## src/rtl/gate_bist_ctrl.sv

```systemverilog
// gate_bist_ctrl: LFSR stimulus + MISR compaction BIST sequencer for 18-in/10-out gate models.
// Latency: SETTLE+1 cycles per vector; done rises N_PATTERNS*(SETTLE+1) edges after the start edge.
// Backpressure: none; start is ignored while busy, abort always wins and returns to IDLE.
//
// Ports:
//   i_clk, i_rst      clock (rising edge), synchronous active-high reset
//   i_start           begin a run (honoured only in IDLE or DONE)
//   i_abort           terminate the run, priority over i_start
//   i_exp_sig         golden signature, sampled on the edge that enters DONE
//   i_dut_out         response of the gate model under test
//   o_dut_in          registered stimulus vector to the gate model
//   o_busy            high while a run is in progress (SETTLE/CAPTURE)
//   o_done            level, high in DONE
//   o_pass            signature matched golden; meaningful only while o_done=1
//   o_signature       live MISR contents
//   o_pat_cnt         vectors captured in the current/last run
module gate_bist_ctrl #(
   parameter int unsigned N_PATTERNS = 256,
   parameter int unsigned SETTLE     = 2,
   parameter logic [17:0] LFSR_SEED  = 18'h00001
) (
   input  logic        i_clk,
   input  logic        i_rst,
   input  logic        i_start,
   input  logic        i_abort,
   input  logic [9:0]  i_exp_sig,
   input  logic [9:0]  i_dut_out,
   output logic [17:0] o_dut_in,
   output logic        o_busy,
   output logic        o_done,
   output logic        o_pass,
   output logic [9:0]  o_signature,
   output logic [15:0] o_pat_cnt
);

   generate
      if (SETTLE == 0) begin : g_bad_settle
         $error("gate_bist_ctrl: SETTLE must be at least 1");
      end
      if (N_PATTERNS == 0 || N_PATTERNS > 65535) begin : g_bad_npat
         $error("gate_bist_ctrl: N_PATTERNS must be in 1..65535");
      end
   endgenerate

   // Settle counter only needs to reach SETTLE-1.
   localparam int              SCW         = (SETTLE > 1) ? $clog2(SETTLE) : 1;
   localparam logic [SCW-1:0]  SETTLE_LAST = SCW'(SETTLE - 1);
   localparam logic [15:0]     N_LAST      = 16'(N_PATTERNS);
   // An all-zero seed would lock the LFSR, so it is replaced by 1.
   localparam logic [17:0]     SEED        = (LFSR_SEED == 18'd0) ? 18'h00001 : LFSR_SEED;

   typedef enum logic [1:0] {
      S_IDLE    = 2'd0,
      S_SETTLE  = 2'd1,
      S_CAPTURE = 2'd2,
      S_DONE    = 2'd3
   } state_t;

   state_t          r_state;
   logic [17:0]     r_dut_in;
   logic [9:0]      r_misr;
   logic [15:0]     r_pat_cnt;
   logic [SCW-1:0]  r_settle_cnt;
   logic            r_busy;
   logic            r_done;
   logic            r_pass;

   state_t          w_state_nxt;
   logic [17:0]     w_dut_in_nxt;
   logic [9:0]      w_misr_nxt;
   logic [15:0]     w_pat_cnt_nxt;
   logic [SCW-1:0]  w_settle_nxt;
   logic            w_busy_nxt;
   logic            w_done_nxt;
   logic            w_pass_nxt;

   logic [17:0]     w_lfsr_upd;
   logic [9:0]      w_misr_upd;
   logic [15:0]     w_pat_inc;

   // x^18 + x^11 + 1, shifting toward the MSB
   assign w_lfsr_upd = {r_dut_in[16:0], r_dut_in[17] ^ r_dut_in[10]};
   assign w_pat_inc  = r_pat_cnt + 16'd1;

   // x^10 + x^7 + 1 MISR folding in the current response word
   always_comb begin
      w_misr_upd[0] = r_misr[9] ^ r_misr[6] ^ i_dut_out[0];
      for (int i = 1; i < 10; i++) begin
         w_misr_upd[i] = r_misr[i-1] ^ i_dut_out[i];
      end
   end

   always_comb begin
      w_state_nxt   = r_state;
      w_dut_in_nxt  = r_dut_in;
      w_misr_nxt    = r_misr;
      w_pat_cnt_nxt = r_pat_cnt;
      w_settle_nxt  = r_settle_cnt;
      w_busy_nxt    = r_busy;
      w_done_nxt    = r_done;
      w_pass_nxt    = r_pass;

      if (i_abort) begin
         // signature and pat_cnt are kept so a debugger can see how far the run got
         w_state_nxt  = S_IDLE;
         w_dut_in_nxt = '0;
         w_settle_nxt = '0;
         w_busy_nxt   = 1'b0;
         w_done_nxt   = 1'b0;
         w_pass_nxt   = 1'b0;
      end else begin
         case (r_state)
            S_IDLE, S_DONE: begin
               if (i_start) begin
                  w_state_nxt   = S_SETTLE;
                  w_dut_in_nxt  = SEED;
                  w_misr_nxt    = '0;
                  w_pat_cnt_nxt = '0;
                  w_settle_nxt  = '0;
                  w_busy_nxt    = 1'b1;
                  w_done_nxt    = 1'b0;
                  w_pass_nxt    = 1'b0;
               end
            end
            S_SETTLE: begin
               if (r_settle_cnt == SETTLE_LAST) begin
                  w_settle_nxt = '0;
                  w_state_nxt  = S_CAPTURE;
               end else begin
                  w_settle_nxt = r_settle_cnt + 1'b1;
               end
            end
            S_CAPTURE: begin
               w_misr_nxt    = w_misr_upd;
               w_pat_cnt_nxt = w_pat_inc;
               if (w_pat_inc == N_LAST) begin
                  // dut_in keeps the last vector for inspection in DONE
                  w_state_nxt = S_DONE;
                  w_busy_nxt  = 1'b0;
                  w_done_nxt  = 1'b1;
                  w_pass_nxt  = (w_misr_upd == i_exp_sig);
               end else begin
                  w_dut_in_nxt = w_lfsr_upd;
                  w_state_nxt  = S_SETTLE;
               end
            end
            default: begin
               w_state_nxt = S_IDLE;
            end
         endcase
      end
   end

   always_ff @(posedge i_clk) begin
      if (i_rst) begin
         r_state      <= S_IDLE;
         r_dut_in     <= '0;
         r_misr       <= '0;
         r_pat_cnt    <= '0;
         r_settle_cnt <= '0;
         r_busy       <= 1'b0;
         r_done       <= 1'b0;
         r_pass       <= 1'b0;
      end else begin
         r_state      <= w_state_nxt;
         r_dut_in     <= w_dut_in_nxt;
         r_misr       <= w_misr_nxt;
         r_pat_cnt    <= w_pat_cnt_nxt;
         r_settle_cnt <= w_settle_nxt;
         r_busy       <= w_busy_nxt;
         r_done       <= w_done_nxt;
         r_pass       <= w_pass_nxt;
      end
   end

   assign o_dut_in    = r_dut_in;
   assign o_busy      = r_busy;
   assign o_done      = r_done;
   assign o_pass      = r_pass;
   assign o_signature = r_misr;
   assign o_pat_cnt   = r_pat_cnt;

endmodule

```

## config.mk

```make
export PLATFORM = sky130hd
export DESIGN_NAME = gate_bist_ctrl
export DESIGN_NICKNAME = d
export VERILOG_FILES = /design/src/rtl/gate_bist_ctrl.sv
export SDC_FILE = /design/constraint.sdc
export NUM_CORES = 1
export LEC_CHECK = 0
export BUFFER_PORTS_ARGS = -buffer_cell sky130_fd_sc_hd__buf_2
export CAP_MARGIN = 10
export CORE_UTILIZATION = 55
export CTS_BUF_LIST = sky130_fd_sc_hd__clkbuf_8
export DETAILED_ROUTE_END_ITERATION = 8
export PLACE_DENSITY_LB_ADDON = 0.1
export RECOVER_POWER = 50
export SETUP_SLACK_MARGIN = 0.15
export SLEW_MARGIN = 20
export SYNTH_ARGS = -nofsm -noshare
export SYNTH_HDL_FRONTEND = slang
export SYNTH_SLANG_ARGS = --single-unit
export TNS_END_PERCENT = 20
```

## constraint.sdc

```tcl
create_clock -name i_clk -period 2.9 [get_ports i_clk]
set_input_delay 0.145 -clock i_clk [delete_from_list [all_inputs] [get_ports i_clk]]
set_output_delay 0.145 -clock i_clk [all_outputs]
set_load 0.005 [all_outputs]
```

After elaboration in Yosys (flattened, before gate mapping)
Index checks and enable logic that the tools add are counted.

Add/sub/neg operators: 2. Eq/ne operators: 9. Mux-type cells: 21. Bitwise logic cells: 13. Reductions and logical operators: 10.

Operators with widths (count): $mux W18 (2); $pmux W18 S2 (1); $pmux W16 S2 (1); $pmux W10 S2 (1); $add A16 B1 Y16 const B (1); $eq A16 B9 Y1 const B (1); $mux W16 (1); $xor A1 B1 Y1 (12); $eq A10 B10 Y1 (1); $mux W10 (1); $reduce_and A3 Y1 (3); $ne A2 B2 Y1 const B (4); $pmux W1 S2 (4); $mux W1 (6); $mux W2 (3); $pmux W2 S3 (1); $eq A2 B2 Y1 const B (2); $reduce_and A2 Y1 (2); $reduce_bool A2 Y1 (2); $reduce_or A2 Y1 (2); $eq A2 B1 Y1 const B (1); $logic_not A2 Y1 (1); $add A1 B1 Y1 const B (1); $not A1 Y1 (1).

Flip-flop bits (word level): 50. Input port bits: 24. Output and inout port bits: 47. Word-level logic and storage cells: 63.

Longest topological paths before layout
Depth after elaboration: 5. Gate-level depth with buffers: 10. Depth with buffers taken out: 8.

Least setup slack after synthesis
No wires, ideal clock.

Path type: register to register. Start point: reg r_pat_cnt[5] (netlist: o_pat_cnt[5]). End point: reg r_dut_in[10] (netlist: o_dut_in[10]). Library setup time: 0.072 ns. Arrival time: 2.209 ns. Path slack: 0.620 ns. Cell stages (with the launch flop): 10. Period minus slack after synthesis: 2.280 ns. Cells stage by stage: dfxtp_1 buf_2 nand4_4 or4_1 xor2_1 nand4b_1 o21ai_1 buf_4 buf_6 mux2i_1.

Longest elaborated chain between the ends: 4.

RTL lines: start: declaration (RTL line 62) `logic [15:0] r_pat_cnt;`; start signal: assignment (RTL line 168) `r_pat_cnt <= w_pat_cnt_nxt;`; $add A16 B1 Y16 (RTL line 83) `assign w_pat_inc = r_pat_cnt + 16'd1;`; $eq A16 B9 Y1 (RTL line 136) `if (w_pat_inc == N_LAST) begin`; $ne A2 B2 Y1 (no source line); $reduce_and A3 Y1 (no source line); end signal: assignment (RTL line 166) `r_dut_in <= w_dut_in_nxt;`; end: declaration (RTL line 60) `logic [17:0] r_dut_in;`.

Every way passes these cells. A chain may end at the register's enable or synchronous reset.

Worst setup path after layout
Start point: reg r_pat_cnt[0] (netlist: o_pat_cnt[0]). End point: reg r_dut_in[5] (netlist: o_dut_in[5]).

Same word-level chain as after synthesis.

==> impl_metrics.env <==
export IMPL_drt_first_pass_iters=4
export IMPL_cp_arrival_ps=2810
export IMPL_synth_fp_nets=370
export IMPL_cp_max_fo=18
export IMPL_insertedDiodeCount=0
export IMPL_drt_iter0_markers=129
export IMPL_power_density_mw_per_mm2=392
export IMPL_yosys_area_top_type="dfxtp_1"
export IMPL_portBuffers=70
export IMPL_worstHoldPathType="input port to flip-flop"
export IMPL_die_y_um=72.4
export IMPL_route_met2_wl_um=3090
export IMPL_yosysTopAreaCellShare_pct=36.7
export IMPL_irDropWorstVdd_mv=0.306
export IMPL_synth_top_flop_cell="dfxtp_1"
export IMPL_synthCells=342
export IMPL_setup_ws_ps=340
export IMPL_ant_nets=0
export IMPL_final_cell_mix="64 x nand2_1, 55 x buf_2, 50 x dfxtp_1"
export IMPL_die_w_um=72.4
export IMPL_leakagePower_uw=0.00131
export IMPL_cts_resized=0
export IMPL_post_cts_buffers=0
export IMPL_mostFrequentLayoutCell="nand2_1"
export IMPL_cts_max_level=2
export IMPL_ctsHoldBuffers=0
export IMPL_final_area_mm2=0.00319
export IMPL_worst_slew_pin_slew_ps=749
export IMPL_status="complete, no violations"
export IMPL_final_setup_tns_ps=0
export IMPL_layout_nets=433
export IMPL_clockBufferDepth=2
export IMPL_worstSetupPathType="flip-flop to flip-flop"
export IMPL_fillers=441
export IMPL_finalCriticalPeriod_ps=2560
export IMPL_cts_sinks=50
export IMPL_overflow=0
export IMPL_regArea_mm2=0.00100
export IMPL_start_util_pct=57.4
export IMPL_drt_wl_total_um=6460
export IMPL_ys_types=44
export IMPL_topRoutingLayerUsed="met4"
export IMPL_cts_clk_slew_worst_paths_ps=110
export IMPL_synth_edf_count=0
export IMPL_fmax_mhz=391
export IMPL_grt_max_degree=29
export IMPL_route_met3_wl_um=256
export IMPL_grt_pass1_wl_um=10500
export IMPL_worstSkewPairLatency_ps=320
export IMPL_preCtsSetupSlack_ps=384
export IMPL_postSynthRegisterBits=50
export IMPL_ys_warnings_count=0
export IMPL_dieArea_mm2=0.00525
export IMPL_post_route_drc_count=0
export IMPL_dp_hpwl_um=4460
export IMPL_fin_skew_ps=13.7
export IMPL_timing_hold_ws_ps=166
export IMPL_synthArstFlopShare_pct=0
export IMPL_dpl_cell_area_mm2=0.00311
export IMPL_worst_ep_required_time_ps=3150
export IMPL_final_hold_violation_count=0
export IMPL_gp_congestion=0.822
export IMPL_setup_viol=0
export IMPL_vias_per_cell=5.48
export IMPL_numCtsBuffers=5
export IMPL_area_growth_pct=16.7
export IMPL_rrSetupSlack_ps=340
export IMPL_cts_root_buffer="clkbuf_8"
export IMPL_cts_tree="done"
export IMPL_yosysSeqAreaShare_pct=36.7
export IMPL_grt_usage_pct=25.3
export IMPL_ioPinCount=71
export IMPL_relSlewSlack_pct=50.1
export IMPL_ys_top_cells_by_area="dfxtp_1 37%, nand2_1 8.8%, mux2i_1 7.0%, xor2_1 5.1%, a21oi_1 4.8%"
export IMPL_multi_input_area_mm2=0.00160
export IMPL_wl_per_cell_um=13.6
export IMPL_avgSynthCellArea_um2=7.98
export IMPL_rsz0062_at_grt="false"
export IMPL_routed_via_count=2593
export IMPL_end_kind="flip-flop"
export IMPL_drt_met1_wl_um=3040
export IMPL_rows=25
export IMPL_netlist_area_mm2=0.00273
export IMPL_antenna_found_initial=0
export IMPL_layout_drive_gt1_share_pct=19.5
export IMPL_startpoint_type="flip-flop"
export IMPL_fin_crit_sh_pct=88.3
export IMPL_report_final_slew_viol_count=0
export IMPL_first_global_vias=2312
export IMPL_drv_cap=0
export IMPL_core_area_mm2=0.00475
## cell families after synthesis
group	Yosys count	share of synthesized area, %
AND/OR/NAND/NOR	158	28.4
AO/OA/AOI/OAI	56	12.2
flip-flops	50	36.7
XOR/XNOR	28	8.99
buffers and inverters	27	4.91
multiplexers	19	6.97
adder cells (fa/ha/maj)	4	1.83
## critical path, stage by stage, from the launching register on
cell and delay [ps]:
dfxtp_1 480, ha_1 270, nand3_1 230, nor4_1 400, xor2_1 180, nand4b_1 250, o21ai_2 140, buf_4 310
mux2i_1 240
## final timing paths
check / start / to / depth (start not counted)
worst max-delay path: o_pat_cnt[0] / o_dut_in[5] / 8
worst min-delay path: i_dut_out[9] / o_signature[9] / 4
worst max register to register: o_pat_cnt[0] / o_dut_in[5] / 8
worst min register to register: o_dut_in[4] / o_dut_in[4] / 2
## sequential cells by signal, indices dropped and copies added (netlist names)
| signal | cells |
|---|---|
| o_busy | 1 |
| o_done | 1 |
| o_dut_in | 18 |
| o_pass | 1 |
| o_pat_cnt | 16 |
| o_signature | 10 |
| r_settle_cnt | 1 |
| r_state | 2 |
## stage by stage
step	std cells	total power, uW	util [%]
after floorplan	342	792	-
after global placement	465	825	65.5
after detailed placement	465	827	65.5
after CTS	473	1260	67.5
after global routing	473	1300	67.0
final	473	1250	67.0
## final cells by class
| cell class | count | area share [%] |
|---|---|---|
| clock buffers | 5 | 2.16 |
| repair buffers | 77 | 11.9 |
| well taps | 67 | 2.63 |
| clock inverters | 3 | 0.825 |
| inverters | 6 | 0.707 |
| multi-input cells | 265 | 50.3 |
| flip-flops and latches | 50 | 31.4 |
## where the power goes
group	internal (uW)	switching, uW	leakage (uW)
clock	178	261	0.0000491
combinational	47.9	71.5	0.000863
sequential	689	2.42	0.000403
total	915	335	0.00131
## per-layer routing
metal / vias to the layer above / GRT usage [%]
met4: 0 / 7.41
met1: 1229 / 32.8
met3: 8 / 4.58
met5: - / 0
li1: 1297 / -
met2: 59 / 43.0
## cells in the mapped netlist, types with 6 or more instances
master    count
mux2i_1      19
clkbuf_1     13
xor2_1       16
dfxtp_1      50
nor3_1       12
xnor2_1      12
inv_1         6
nand3_1      25
a21oi_1      26
o21ai_0       7
nor2_1       21
nand2_1      64
Note: power is estimated with default switching activity, not from simulation.
